$ cat config.mk
export PLATFORM = sky130hd
export DESIGN_NAME = image_line_feeder
export DESIGN_NICKNAME = d
export VERILOG_FILES = /design/src/rtl/image_line_feeder.sv
export SDC_FILE = /design/constraint.sdc
export NUM_CORES = 1
export LEC_CHECK = 0
export CORE_MARGIN = 4
export CORE_UTILIZATION = 51
export DETAILED_ROUTE_END_ITERATION = 12
export GPL_TIMING_DRIVEN = 0
export PLACE_DENSITY_LB_ADDON = 0.25
export SLEW_MARGIN = 40
export SYNTH_ARGS = -nofsm -noshare
export SYNTH_HDL_FRONTEND = slang
export SYNTH_SLANG_ARGS = --single-unit
$ cat constraint.sdc
create_clock -name axis_clk -period 4.2 [get_ports axis_clk]
set_input_delay 1.26 -clock axis_clk [delete_from_list [all_inputs] [get_ports axis_clk]]
set_output_delay 1.26 -clock axis_clk [all_outputs]
set_load 0.01 [all_outputs]
$ cat src/rtl/image_line_feeder.sv
// rtl/image_line_feeder.sv - streams a grayscale image line by line from byte RAM into the filter's stream input
//
// Ports:
//   axis_clk        single clock, rising edge
//   axis_reset      asynchronous active-high reset
//   i_start         one-cycle start pulse, honoured only when idle
//   o_busy          high while a frame is in progress (until o_done)
//   o_done          one-cycle pulse after the final pad pixel handshake
//   o_mem_rd_en     RAM read strobe
//   o_mem_addr      RAM address (line*IMAGE_WIDTH + column)
//   i_mem_data      RAM read data, valid one cycle after o_mem_rd_en
//   i_intr          filter interrupt; each rising edge grants one line credit
//   o_m_data_valid  stream valid
//   o_m_data        stream pixel
//   i_m_ready       stream ready

module image_line_feeder #(
  parameter int IMAGE_WIDTH  = 512,
  parameter int IMAGE_HEIGHT = 512,
  parameter int PRIME_LINES  = 4,
  parameter int PAD_LINES    = 2,
  parameter int ADDR_W       = 18
) (
  input  logic              axis_clk,
  input  logic              axis_reset,
  input  logic              i_start,
  output logic              o_busy,
  output logic              o_done,
  output logic              o_mem_rd_en,
  output logic [ADDR_W-1:0] o_mem_addr,
  input  logic [7:0]        i_mem_data,
  input  logic              i_intr,
  output logic              o_m_data_valid,
  output logic [7:0]        o_m_data,
  input  logic              i_m_ready
);

  localparam int COL_W       = (IMAGE_WIDTH > 1) ? $clog2(IMAGE_WIDTH) : 1;
  localparam int TOTAL_LINES = IMAGE_HEIGHT + PAD_LINES;
  localparam int LINE_W      = $clog2(TOTAL_LINES + 1);

  localparam logic [COL_W-1:0]  LAST_COL   = COL_W'(IMAGE_WIDTH - 1);
  localparam logic [LINE_W-1:0] LAST_PRIME = LINE_W'(PRIME_LINES - 1);
  localparam logic [LINE_W-1:0] IMG_LINES  = LINE_W'(IMAGE_HEIGHT);
  localparam logic [LINE_W-1:0] LAST_LINE  = LINE_W'(TOTAL_LINES - 1);

  typedef enum logic [2:0] {
    S_IDLE, S_PRIME, S_WAIT, S_SEND, S_PAD, S_DRAIN, S_DONE
  } state_t;

  state_t              state_q, state_d;
  logic [1:0]          credit_q, credit_d;
  logic                intr_q;
  logic [COL_W-1:0]    col_q, col_d;
  logic [LINE_W-1:0]   line_q, line_d;
  logic [ADDR_W-1:0]   addr_q, addr_d;
  logic                inflight_q;
  logic [1:0]          cnt_q, cnt_d;
  logic                rd_ptr_q, rd_ptr_d;
  logic                wr_ptr_q, wr_ptr_d;
  logic [7:0]          mem_q [2];

  logic       intr_rise;
  logic       credit_dec;
  logic       img_issue;
  logic       pad_issue;
  logic       pop_free;
  logic [2:0] slots_used;
  logic       can_issue;
  logic       last_col;
  logic       push;
  logic [7:0] push_data;
  logic       fifo_empty;
  logic       pop;
  logic       fifo_write;
  logic       fifo_adv;

  assign intr_rise = i_intr & ~intr_q;

  // A pop frees a slot only when it consumes stored or in-flight data; a pad
  // pixel bypassing an empty FIFO never occupied a slot. Keeping the pad
  // bypass out of this term also keeps issue logic independent of valid.
  assign pop_free   = i_m_ready & ((cnt_q != 2'd0) | inflight_q);
  assign slots_used = {1'b0, cnt_q} + {2'b00, inflight_q} - {2'b00, pop_free};
  assign can_issue  = (slots_used < 3'd2);
  assign last_col   = (col_q == LAST_COL);

  always_comb begin
    state_d    = state_q;
    col_d      = col_q;
    line_d     = line_q;
    addr_d     = addr_q;
    img_issue  = 1'b0;
    pad_issue  = 1'b0;
    credit_dec = 1'b0;

    unique case (state_q)
      S_IDLE: begin
        if (i_start) begin
          state_d = S_PRIME;
          col_d   = '0;
          line_d  = '0;
          addr_d  = '0;
        end
      end

      S_PRIME, S_SEND: begin
        if (can_issue) begin
          img_issue = 1'b1;
          addr_d    = addr_q + ADDR_W'(1);
          if (last_col) begin
            col_d  = '0;
            line_d = line_q + LINE_W'(1);
            // Pad lines are still owed after priming, so WAIT is always next.
            if (state_q == S_SEND || line_q == LAST_PRIME) begin
              state_d = S_WAIT;
            end
          end else begin
            col_d = col_q + COL_W'(1);
          end
        end
      end

      S_WAIT: begin
        if (credit_q != 2'd0) begin
          credit_dec = 1'b1;
          state_d    = (line_q < IMG_LINES) ? S_SEND : S_PAD;
        end
      end

      S_PAD: begin
        if (can_issue) begin
          pad_issue = 1'b1;
          if (last_col) begin
            col_d  = '0;
            line_d = line_q + LINE_W'(1);
            if (line_q == LAST_LINE) begin
              // An empty FIFO with ready high means this pixel is handed over now.
              state_d = ((cnt_q == 2'd0) && i_m_ready) ? S_DONE : S_DRAIN;
            end else begin
              state_d = S_WAIT;
            end
          end else begin
            col_d = col_q + COL_W'(1);
          end
        end
      end

      S_DRAIN: begin
        if ((cnt_q == 2'd0) || (cnt_q == 2'd1 && i_m_ready)) begin
          state_d = S_DONE;
        end
      end

      S_DONE: begin
        state_d = S_IDLE;
      end

      default: state_d = S_IDLE;
    endcase
  end

  // Simultaneous edge and consume cancel out.
  always_comb begin
    credit_d = credit_q;
    if (intr_rise && !credit_dec) begin
      credit_d = (credit_q == 2'd3) ? 2'd3 : credit_q + 2'd1;
    end else if (credit_dec && !intr_rise) begin
      credit_d = credit_q - 2'd1;
    end
  end

  // Output FIFO with bypass: a push into an empty FIFO is presented at once,
  // and only stored if it is not accepted in the same cycle.
  always_comb begin
    push           = inflight_q | pad_issue;
    push_data      = inflight_q ? i_mem_data : 8'h00;
    fifo_empty     = (cnt_q == 2'd0);
    o_m_data_valid = ~fifo_empty | push;
    if (!fifo_empty) begin
      o_m_data = mem_q[rd_ptr_q];
    end else if (push) begin
      o_m_data = push_data;
    end else begin
      o_m_data = 8'h00;
    end
    pop        = o_m_data_valid & i_m_ready;
    fifo_write = push & ~(fifo_empty & pop);
    fifo_adv   = pop & ~fifo_empty;
    cnt_d      = cnt_q + {1'b0, fifo_write} - {1'b0, fifo_adv};
    wr_ptr_d   = fifo_write ? ~wr_ptr_q : wr_ptr_q;
    rd_ptr_d   = fifo_adv ? ~rd_ptr_q : rd_ptr_q;
  end

  always_ff @(posedge axis_clk or posedge axis_reset) begin
    if (axis_reset) begin
      state_q    <= S_IDLE;
      credit_q   <= 2'd0;
      intr_q     <= 1'b0;
      col_q      <= '0;
      line_q     <= '0;
      addr_q     <= '0;
      inflight_q <= 1'b0;
      cnt_q      <= 2'd0;
      rd_ptr_q   <= 1'b0;
      wr_ptr_q   <= 1'b0;
      mem_q[0]   <= 8'h00;
      mem_q[1]   <= 8'h00;
    end else begin
      state_q    <= state_d;
      credit_q   <= credit_d;
      intr_q     <= i_intr;
      col_q      <= col_d;
      line_q     <= line_d;
      addr_q     <= addr_d;
      inflight_q <= img_issue;
      cnt_q      <= cnt_d;
      rd_ptr_q   <= rd_ptr_d;
      wr_ptr_q   <= wr_ptr_d;
      if (fifo_write) begin
        mem_q[wr_ptr_q] <= push_data;
      end
    end
  end

  assign o_mem_rd_en = img_issue;
  assign o_mem_addr  = addr_q;
  assign o_busy      = (state_q != S_IDLE) && (state_q != S_DONE);
  assign o_done      = (state_q == S_DONE);

endmodule

After elaboration in Yosys (flattened, before gate mapping) --
Cells that the tools add are included.
Storage, ports and cells: bits in registers 64, output and inout bits 30, logic and storage cells 128
Operators by class: add/sub/neg operators 9, magnitude comparators 5, eq/ne operators 22, muxes and demuxes 40, bitwise operators 16, reductions and logical operators 24
Operators by type and width (number):
- two-way mux 8 bit | 7
- two-way mux 18 bit | 2
- case mux 18 bit (2 select lines) | 1
- two-way mux 10 bit | 3
- two-way mux 3 bit | 10
- two-way mux 9 bit | 3
- case mux 10 bit (2 select lines) | 1
- adder 18 x 1 -> 18 bit, second input constant | 1
- case mux 9 bit (2 select lines) | 1
- bitwise mux 16 bit | 1
- inequality test 2 bit, second input constant | 8
- case mux 3 bit (5 select lines) | 1
- adder 10 x 1 -> 10 bit, second input constant | 1
- equality test 10 bit, second input constant | 1
- equality test 10 x 2 -> 1 bit, second input constant | 1
- less-than comparator 10 bit, second input constant | 1
- nonzero test 2 bit | 5
- adder 9 x 1 -> 9 bit, second input constant | 1
- equality test 3 bit, second input constant | 3
- equality test 9 bit, second input constant | 1
- demux 8 bit (select 1 bit) | 1
- two-way mux 2 bit | 4
- AND reduction 8 bit | 1
- bitwise AND 1 bit | 6
- 29 further kinds | 51

Longest topological paths before layout --
Gate-level depths: netlist of run 1.
depth after elaboration 15, gate-level depth with buffers 14, depth with buffers taken out 12

Least setup slack after synthesis of run 1 --
Ideal clock, no wire load.
path kind input to output, start input i_m_ready, end output o_m_data_valid, arrival 2.923 ns, required time 2.940 ns, slack 0.017 ns, cell stages on the path 7, buffers on the path 0, cells stage by stage o31a_1 -> ha_1 -> nand2b_1 -> fa_1 -> xnor2_2 -> nand3_1 -> nand3b_1
Between the ends: word-level cells in the longest chain between the ends 7
RTL lines:
- from (decl) | line 35 | input logic i_m_ready
- bitwise AND 1 bit | line 83 | assign pop_free = i_m_ready & ((cnt_q != 2'd0) | inflight_q);
- subtractor 3 x 1 -> 3 bit | line 84 | assign slots_used = {1'b0, cnt_q} + {2'b00, inflight_q} - {2'b00, pop_free};
- less-than comparator 3 x 2 -> 1 bit | line 85 | assign can_issue = (slots_used < 3'd2);
- two-way mux 1 bit | line 132 | if (can_issue) begin
- two-way mux 1 bit | line 97 | unique case (state_q)
- bitwise OR 1 bit | line 176 | push = inflight_q | pad_issue;
- bitwise OR 1 bit | line 179 | o_m_data_valid = ~fifo_empty | push;
- to (decl) | line 33 | output logic o_m_data_valid,
No other way between the ends.

Worst setup path after layout of run 1 --
Same ends and word-level chain as after synthesis.

==> impl_results.md, run 1 <==
- Routability Congestion: 0.7775
- Synth warn: 0
- Setup TNS: -0.06506 ps
- Failing checks: setup timing
- Clock Root Buffer: clkbuf_8
- Die ar.: 0.008574 mm^2
- Delay-heaviest family, CP: adder cells
- Power Density: 699.0 mW/mm^2
- RR Startpoint: cnt_q[1]
- Pin count of the biggest net entering global routing: 43
- Detailed Route WL: 8.424 mm
- Final setup vio count: 1
- Post-Syn Nets: 397
- Leakage: 1.984 nW
- Clock Latency Late Sink: 340 ps
- CP max FO: 5
- Hold Path Class: reg2reg
- Worst Skew: 5.373 ps
- Core area: 0.006869 mm^2
- Clk pin slew, worst setup/hold paths: 80 ps
- Initial antenna violation count: 0
- I/O Buffers: 42
- Worst vdd ir: 0.0003851 V
- Number of global-route vias before repair: 3009
- RSZ-0062 raised after global routing: true
- Worst Setup Path Type: in2out
- Final Max Tran Viols: 0
- Longest Clk Path Bufs: 2
- Fillers: 539
- Setup ws final: -0.06506 ps
- Area delta synth->final: 25.64%
- Chip Height: 92.60 um
- Top_reg_cell synth: dfrtp_1
- Post-synthesis sequential area ratio: 0.4388
- Status: finished with violations
- Nets: 460
- CP Buf/Inv Count: 3
- Inserted Diodes: 0
- Hold Buf Count CTS: 0
- Critical path required time: 2940 ps
- CP Launch Point: i_m_ready
- Hold path start: mem_q[5]
- Yosys cell types: 61
- Post-synth EDFFs: 0
- Synthesized instance count: 371
- Worst setup SP type: input pin
- Cell area after synthesis: 0.003650 mm^2
- Worst Max-Slew Pin Slew: 699.5 ps
- First-pass GRT wire length: 14.55 mm
- FFs w/ async S/R, synth: 1.000
- Cell row count: 30
- Nature of the critical path endpoint: primary output
- Final ANT Viol Nets: 0
- Share of layout cells above drive strength 1: 0.1367
- # IOs: 43
- First-pass DRT Iterations: 4
- Pre-CTS setup slack: -1301 ps
- Worst EP arrival: 2940 ps
- CP peak stage delay: 400 ps
- Remaining DRCs: 0
- FMAX: 238.1 MHz
- CP max-delay cell: fa_2
- H-Tree Depth: 3
- GR Util All Layers: 0.2115
- Vias per cell: 5.733
- Die W: 92.60 um
- TritonCTS clock tree: done
- CTS Buf Count: 9
- Relative slew margins: 0.5337
- Final cycle utilization of the critical path: 1.000
- Clk sink count: 64
- Initial DRC Count: 183
- Flops & latches, synth: 64
- Initial Util: 0.5313
- Post-route minimum period: 4200 ps
- Max Cap Viol: 0
- Post-DP HPWL: 5.699 mm
- Syn Area/Cell: 9.838 um^2
- Remaining Overflow, GRT: 0
- Final hold violations: 0
- Critical path cell sequence: buf_8 -> o31a_1 -> ha_1 -> nand2b_4 -> fa_2 -> xnor2_4 -> buf_6 -> nand3_4 -> nand3b_1 -> buf_2
- DR vias: 3067
- DR WL/cell: 15.75 um
-- where the power goes --
part	internal (mW)	switching, mW
logic	0.745	0.853
registers	0.781	0.155
clock network	0.414	0.258
-- layout by cell type (no fill, tap or decap), types with 5 or more instances in the layout --
| cell | instances |
|---|---|
| nor2_1 | 34 |
| nor2b_1 | 5 |
| a22o_1 | 16 |
| ha_1 | 12 |
| a21oi_1 | 10 |
| clkbuf_8 | 10 |
| xor2_1 | 13 |
| clkbuf_1 | 9 |
| nand3_1 | 23 |
| buf_4 | 10 |
| o21ai_1 | 14 |
| and3_1 | 7 |
| o21ai_0 | 18 |
| inv_1 | 10 |
| xnor2_1 | 11 |
| mux2i_1 | 9 |
| clkdlybuf4s50_1 | 39 |
| nand2_1 | 34 |
| nand4_1 | 8 |
| or3_1 | 5 |
| nor3_1 | 8 |
| dfrtp_1 | 64 |
-- worst paths after layout --
kind / end / slack [ps] / cells past startpoint
max: o_m_data_valid / -0.07 / 10
min: mem_q[5] / 500 / 1
max reg2reg: cnt_q[1] / 640 / 16
min reg2reg: mem_q[5] / 500 / 1
max in group asynchronous: line_q[4] / 2450 / 3
min in group asynchronous: o_mem_addr[5] / 1220 / 2
-- state kept, by name, summed over array words and instances (netlist names) --
| signal | count |
|---|---|
| cnt_q | 2 |
| mem_q | 16 |
| o_mem_addr | 18 |
| col_q | 9 |
| rd_ptr_q | 1 |
| line_q | 10 |
| credit_q | 2 |
| wr_ptr_q | 1 |
| state_q | 3 |
| intr_q | 1 |
| inflight_q | 1 |
-- worst reg2reg max path, cell delays in order (launching register included) --
cell and delay, ps:
dfrtp_1 400, buf_2 210, o31a_1 300, ha_1 290, nand2b_4 140, fa_2 400
xnor2_4 160, buf_6 130, buf_4 140, and3_1 170, buf_4 170, o21ai_1 230
ha_1 280, inv_1 50, ha_1 150, xnor2_1 130, xnor2_1 140
-- Yosys cell counts (5+ instances only) --
| cell | n | area share |
|---|---|---|
| nor2b_1 | 5 | 0.0086 |
| and3_1 | 7 | 0.012 |
| nand3_1 | 24 | 0.033 |
| nor3_1 | 8 | 0.011 |
| o21ai_0 | 18 | 0.025 |
| mux2i_1 | 9 | 0.025 |
| nor2_1 | 34 | 0.035 |
| or3_1 | 5 | 0.0086 |
| ha_1 | 12 | 0.041 |
| o21ai_1 | 14 | 0.019 |
| inv_1 | 11 | 0.011 |
| a21oi_1 | 10 | 0.014 |
| a22o_1 | 16 | 0.038 |
| clkbuf_1 | 9 | 0.0093 |
| xor2_1 | 13 | 0.031 |
| nand2_1 | 34 | 0.035 |
| xnor2_1 | 11 | 0.026 |
| dfrtp_1 | 64 | 0.44 |
| nand4_1 | 8 | 0.014 |
-- cell families (layout without fill, tap and decap cells) --
| kind of cell | Yosys count | in the layout | share of synthesized area |
|---|---|---|---|
| adder cells (fa/ha/maj) | 13 | 13 | 0.04662 |
| AND/OR/NAND/NOR | 148 | 148 | 0.2180 |
| XOR/XNOR | 25 | 25 | 0.06205 |
| flip-flops | 64 | 64 | 0.4388 |
| AO/OA/AOI/OAI | 83 | 83 | 0.1711 |
| multiplexers | 10 | 10 | 0.02777 |
| buffers and inverters | 28 | 96 | 0.03565 |
-- routing by layer --
layer	routed length [um]	track usage	up-vias
met1	3789	0.2794	1501
met3	347	0.03249	14
met2	4143	0.3468	86
li1	-	-	1466
met5	0	0	-
met4	143	0.08787	0
-- metrics by stage --
step	utilization	total power, mW	hold WS (ps)	cells	instance area, um^2
finish	0.6676	3.205	502.9	535	4586
global route	0.6676	3.427	522.8	535	4586
CTS	0.6661	3.196	496.5	535	4576
detailed placement	0.6133	2.333	485.5	510	4213
global placement	0.6100	2.292	476.4	509	4190
floorplan	-	1.899	451.7	371	3650
-- final cells by class --
| class | count | area, um^2 | area share |
|---|---|---|---|
| timing repair buffer | 52 | 516.7 | 0.1127 |
| multi-input combinational | 279 | 1959 | 0.4273 |
| buffer | 16 | 85.08 | 0.01855 |
| clock inverter | 6 | 115.1 | 0.02510 |
| tap | 96 | 120.1 | 0.02619 |
| sequential | 64 | 1602 | 0.3493 |
| clock buffer | 10 | 137.6 | 0.03001 |
| inverter | 12 | 50.05 | 0.01091 |
-- timing repair --
item / 4_1_cts / 5_1_grt
pin swaps: 3 / 1
setup buffers: 9 / 0
hold endpoints to repair: 0 / 0
resized for setup: 23 / 2
endpoints found under the setup margin: 3 / 2
No activity file was read; power rests on OpenSTA's default activity.
==> run 2, diff against run 1 <==
--- a/config.mk
+++ b/config.mk
@@ -5,12 +5,11 @@
 export SDC_FILE = /design/constraint.sdc
 export NUM_CORES = 1
 export LEC_CHECK = 0
-export CORE_MARGIN = 4
 export CORE_UTILIZATION = 51
 export DETAILED_ROUTE_END_ITERATION = 12
 export GPL_TIMING_DRIVEN = 0
 export PLACE_DENSITY_LB_ADDON = 0.25
-export SLEW_MARGIN = 40
+export SLEW_MARGIN = 20
 export SYNTH_ARGS = -nofsm -noshare
 export SYNTH_HDL_FRONTEND = slang
 export SYNTH_SLANG_ARGS = --single-unit
==> run 2 against run 1 <==
Compared with the run above:
- the run now ends clean
- worst hold slack worse by 3.5 ps
- fmax is 0.58% higher
- combinational power up 3%
- cell area is 0.79% lower
- register-to-register slack got worse by 110 ps
- global-route usage up 3.3 points
- clock power down 24%
- worst setup slack gained 24 ps
- core utilization shrank 0.53 points
- cell count grew 0.56%
- sequential share of layout area up 0.28 points
- highest routed layer unchanged
==> impl_results.md, run 2 (synthesized netlist as in run 1, its figures left out) <==
- Hold Path Class: reg2reg
- DR WL/cell: 15.07 um (-4.3%)
- Vias per cell: 5.641 (-1.6%)
- TritonCTS clock tree: done
- R2R depth: 17 (+1)
- Max Cap Viol: 0 (unchanged)
- Routability Congestion: 0.8610 (+11%)
- Area delta synth->final: 24.65%
- First-pass GRT wire length: 14.19 mm (-2.4%)
- Final cycle utilization of the critical path: 0.9942 (-0.005798)
- FMAX: 239.5 MHz (+0.58%)
- Most frequent cells in the layout: dfrtp_1, clkdlybuf4s50_1, nor2_1, nand2_1, nand3_1
- Top sig layer: met4
- Routed wl met2: 3.818 mm (-7.8%)
- Clock Latency Late Sink: 350 ps (about the same)
- Final setup vio count: 0 (-1)
- Status: finished clean
- RSZ-0062 raised after global routing: true
- Worst Setup Path Type: in2out
- Hold Buf Count CTS: 0 (unchanged)
- Worst Skew: 9.148 ps (+3.775 ps)
- CP Launch Point: i_m_ready
- Setup TNS: 0 ps (+0.06506 ps)
- Initial antenna violation count: 0 (unchanged)
- Number of global-route vias before repair: 3009 (unchanged)
- Inserted Diodes: 0 (unchanged)
- First-pass DRT Iterations: 4 (unchanged)
- GR Util All Layers: 0.2447 (+0.03316)
- Nets: 464 (+0.87%)
- Final hold violations: 0 (unchanged)
- Worst vdd ir: 0.0003872 V (+0.56%)
- Post-DP HPWL: 5.486 mm (-3.7%)
- RR Endpoint: cnt_q[1]
- Post-route minimum period: 4176 ps (-24.35 ps)
- DR WL met3: 299 um (-14%)
- Core area: 0.006869 mm^2 (unchanged)
- Clock Root Buffer: clkbuf_8
- Relative slew margins: 0.5656 (+0.03189)
- Detailed Route WL: 8.106 mm (-3.8%)
- # IOs: 43 (unchanged)
- Worst setup SP type: input pin
- Critical path cell sequence: buf_8 -> o31a_1 -> ha_1 -> nand2b_4 -> fa_2 -> xnor2_4 -> buf_6 -> nand3_4 -> nand3b_1 -> buf_2
- Die W: 86.60 um (-6.5%)
- CP max FO: 5 (unchanged)
- DR vias: 3035 (-1.0%)
- H-Tree Depth: 3 (unchanged)
- Leakage: 1.977 nW (-0.34%)
- Chip Height: 86.60 um (-6.5%)
- CTS Buf Count: 9 (unchanged)
- Delay-heaviest family, CP: adder cells
- I/O Buffers: 42 (unchanged)
- Final ANT Viol Nets: 0 (unchanged)
- Power Density: 681.7 mW/mm^2 (-2.5%)
- Number of flip-flops in the largest register: 18 (unchanged)
- Worst Max-Slew Pin Slew: 651.7 ps (-47.84 ps)
- Pin count of the biggest net entering global routing: 47 (+9.3%)
- Most common cell after layout, fill and taps aside: dfrtp_1
- RR Startpoint: cnt_q[1]
- Critical path required time: 2940 ps (about the same)
- Share of layout cells above drive strength 1: 0.1425 (+0.005860)
- Worst EP arrival: 2920 ps (-20 ps)
- Setup ws final: 24.29 ps (+24.35 ps)
- Cell row count: 30 (unchanged)
- Worst reg2reg setup slack: 530 ps (-110 ps)
- Fin Hold WS: 499.4 ps (-3.510 ps)
- Clk sink count: 64 (unchanged)
- Clk pin slew, worst setup/hold paths: 70 ps (about the same)
- Nature of the critical path endpoint: primary output
- Post-Route M1 WL: 3.859 mm (+1.8%)
- CP Depth: 10 (unchanged)
- Crit path to: o_m_data_valid
- Final Max Tran Viols: 0 (unchanged)
- Die ar.: 0.007499 mm^2 (-13%)
- Initial DRC Count: 207 (+13%)
- Pre-CTS setup slack: -1291 ps (+10.24 ps)
- Longest Clk Path Bufs: 2 (unchanged)
- Initial Util: 0.5313 (unchanged)
- CP Buf/Inv Count: 3 (unchanged)
- CP max-delay cell: fa_2
- CP peak stage delay: 400 ps (about the same)
- Remaining DRCs: 0 (unchanged)
- Remaining Overflow, GRT: 0 (unchanged)
==> run 2: cell count changes in the layout (fill, tap and decap cells not counted) <==
cell / change
inv_6: -1
bufinv_16: -2
buf_6: -1
buf_12: -1
clkbuf_8: -1
buf_4: +4
clkinv_2: +3
buf_2: +1
buf_16: +1
==> run 2: how the worst min path moves through the flow <==
stage | start | to | slack (ps) | cells after the start
final | col_q[4] | col_q[4] | 500 | 1
after global routing | col_q[4] | col_q[4] | 510 | 1
after CTS | col_q[2] | col_q[2] | 490 | 1
after detailed placement | col_q[2] | col_q[2] | 480 | 1
after global placement | col_q[4] | col_q[4] | 480 | 1
after floorplan | col_q[6] | col_q[6] | 450 | 1
==> run 2: metal layers <==
metal	vias up	track usage
li1	1468	-
met1	1483	0.3288
met2	73	0.3932
met3	11	0.03810
met4	0	0.1091
met5	-	0
==> run 2: final cells by class <==
type / count / area, um^2
Fill cell: 561 / 2320
Clock buffer: 9 / 123.9
Clock inverter: 6 / 61.31
Timing Repair Buffer: 56 / 548.0
Tap cell: 96 / 120.1
Sequential cell: 64 / 1602
Inverter: 12 / 50.05
Multi-Input combinational cell: 279 / 1959
Buffer: 16 / 85.08
==> run 2: what timing repair did <==
item | 4_1_cts | 5_1_grt
buffers inserted | 13 | 0
gates resized for setup | 21 | 3
pin swaps | 4 | 1
endpoints found under the setup margin | 3 | 2
==> run 2: power by group <==
group	internal [mW]	switching, mW	leakage, nW
Clock	0.268	0.245	0.0948
Sequential	0.781	0.155	0.845
Combinational	0.784	0.869	1.04
Total	1.83	1.27	1.98
==> run 2: metrics by stage <==
step                instances  total power [mW]  cell area, um^2  utilization
floorplan                 371             1.899             3650            -
global placement          509             2.288             4190       0.6100
detailed placement        510             2.334             4220       0.6144
CTS                       538             3.088             4539       0.6608
global route              538             3.316             4549       0.6623
finish                    538             3.101             4549       0.6623
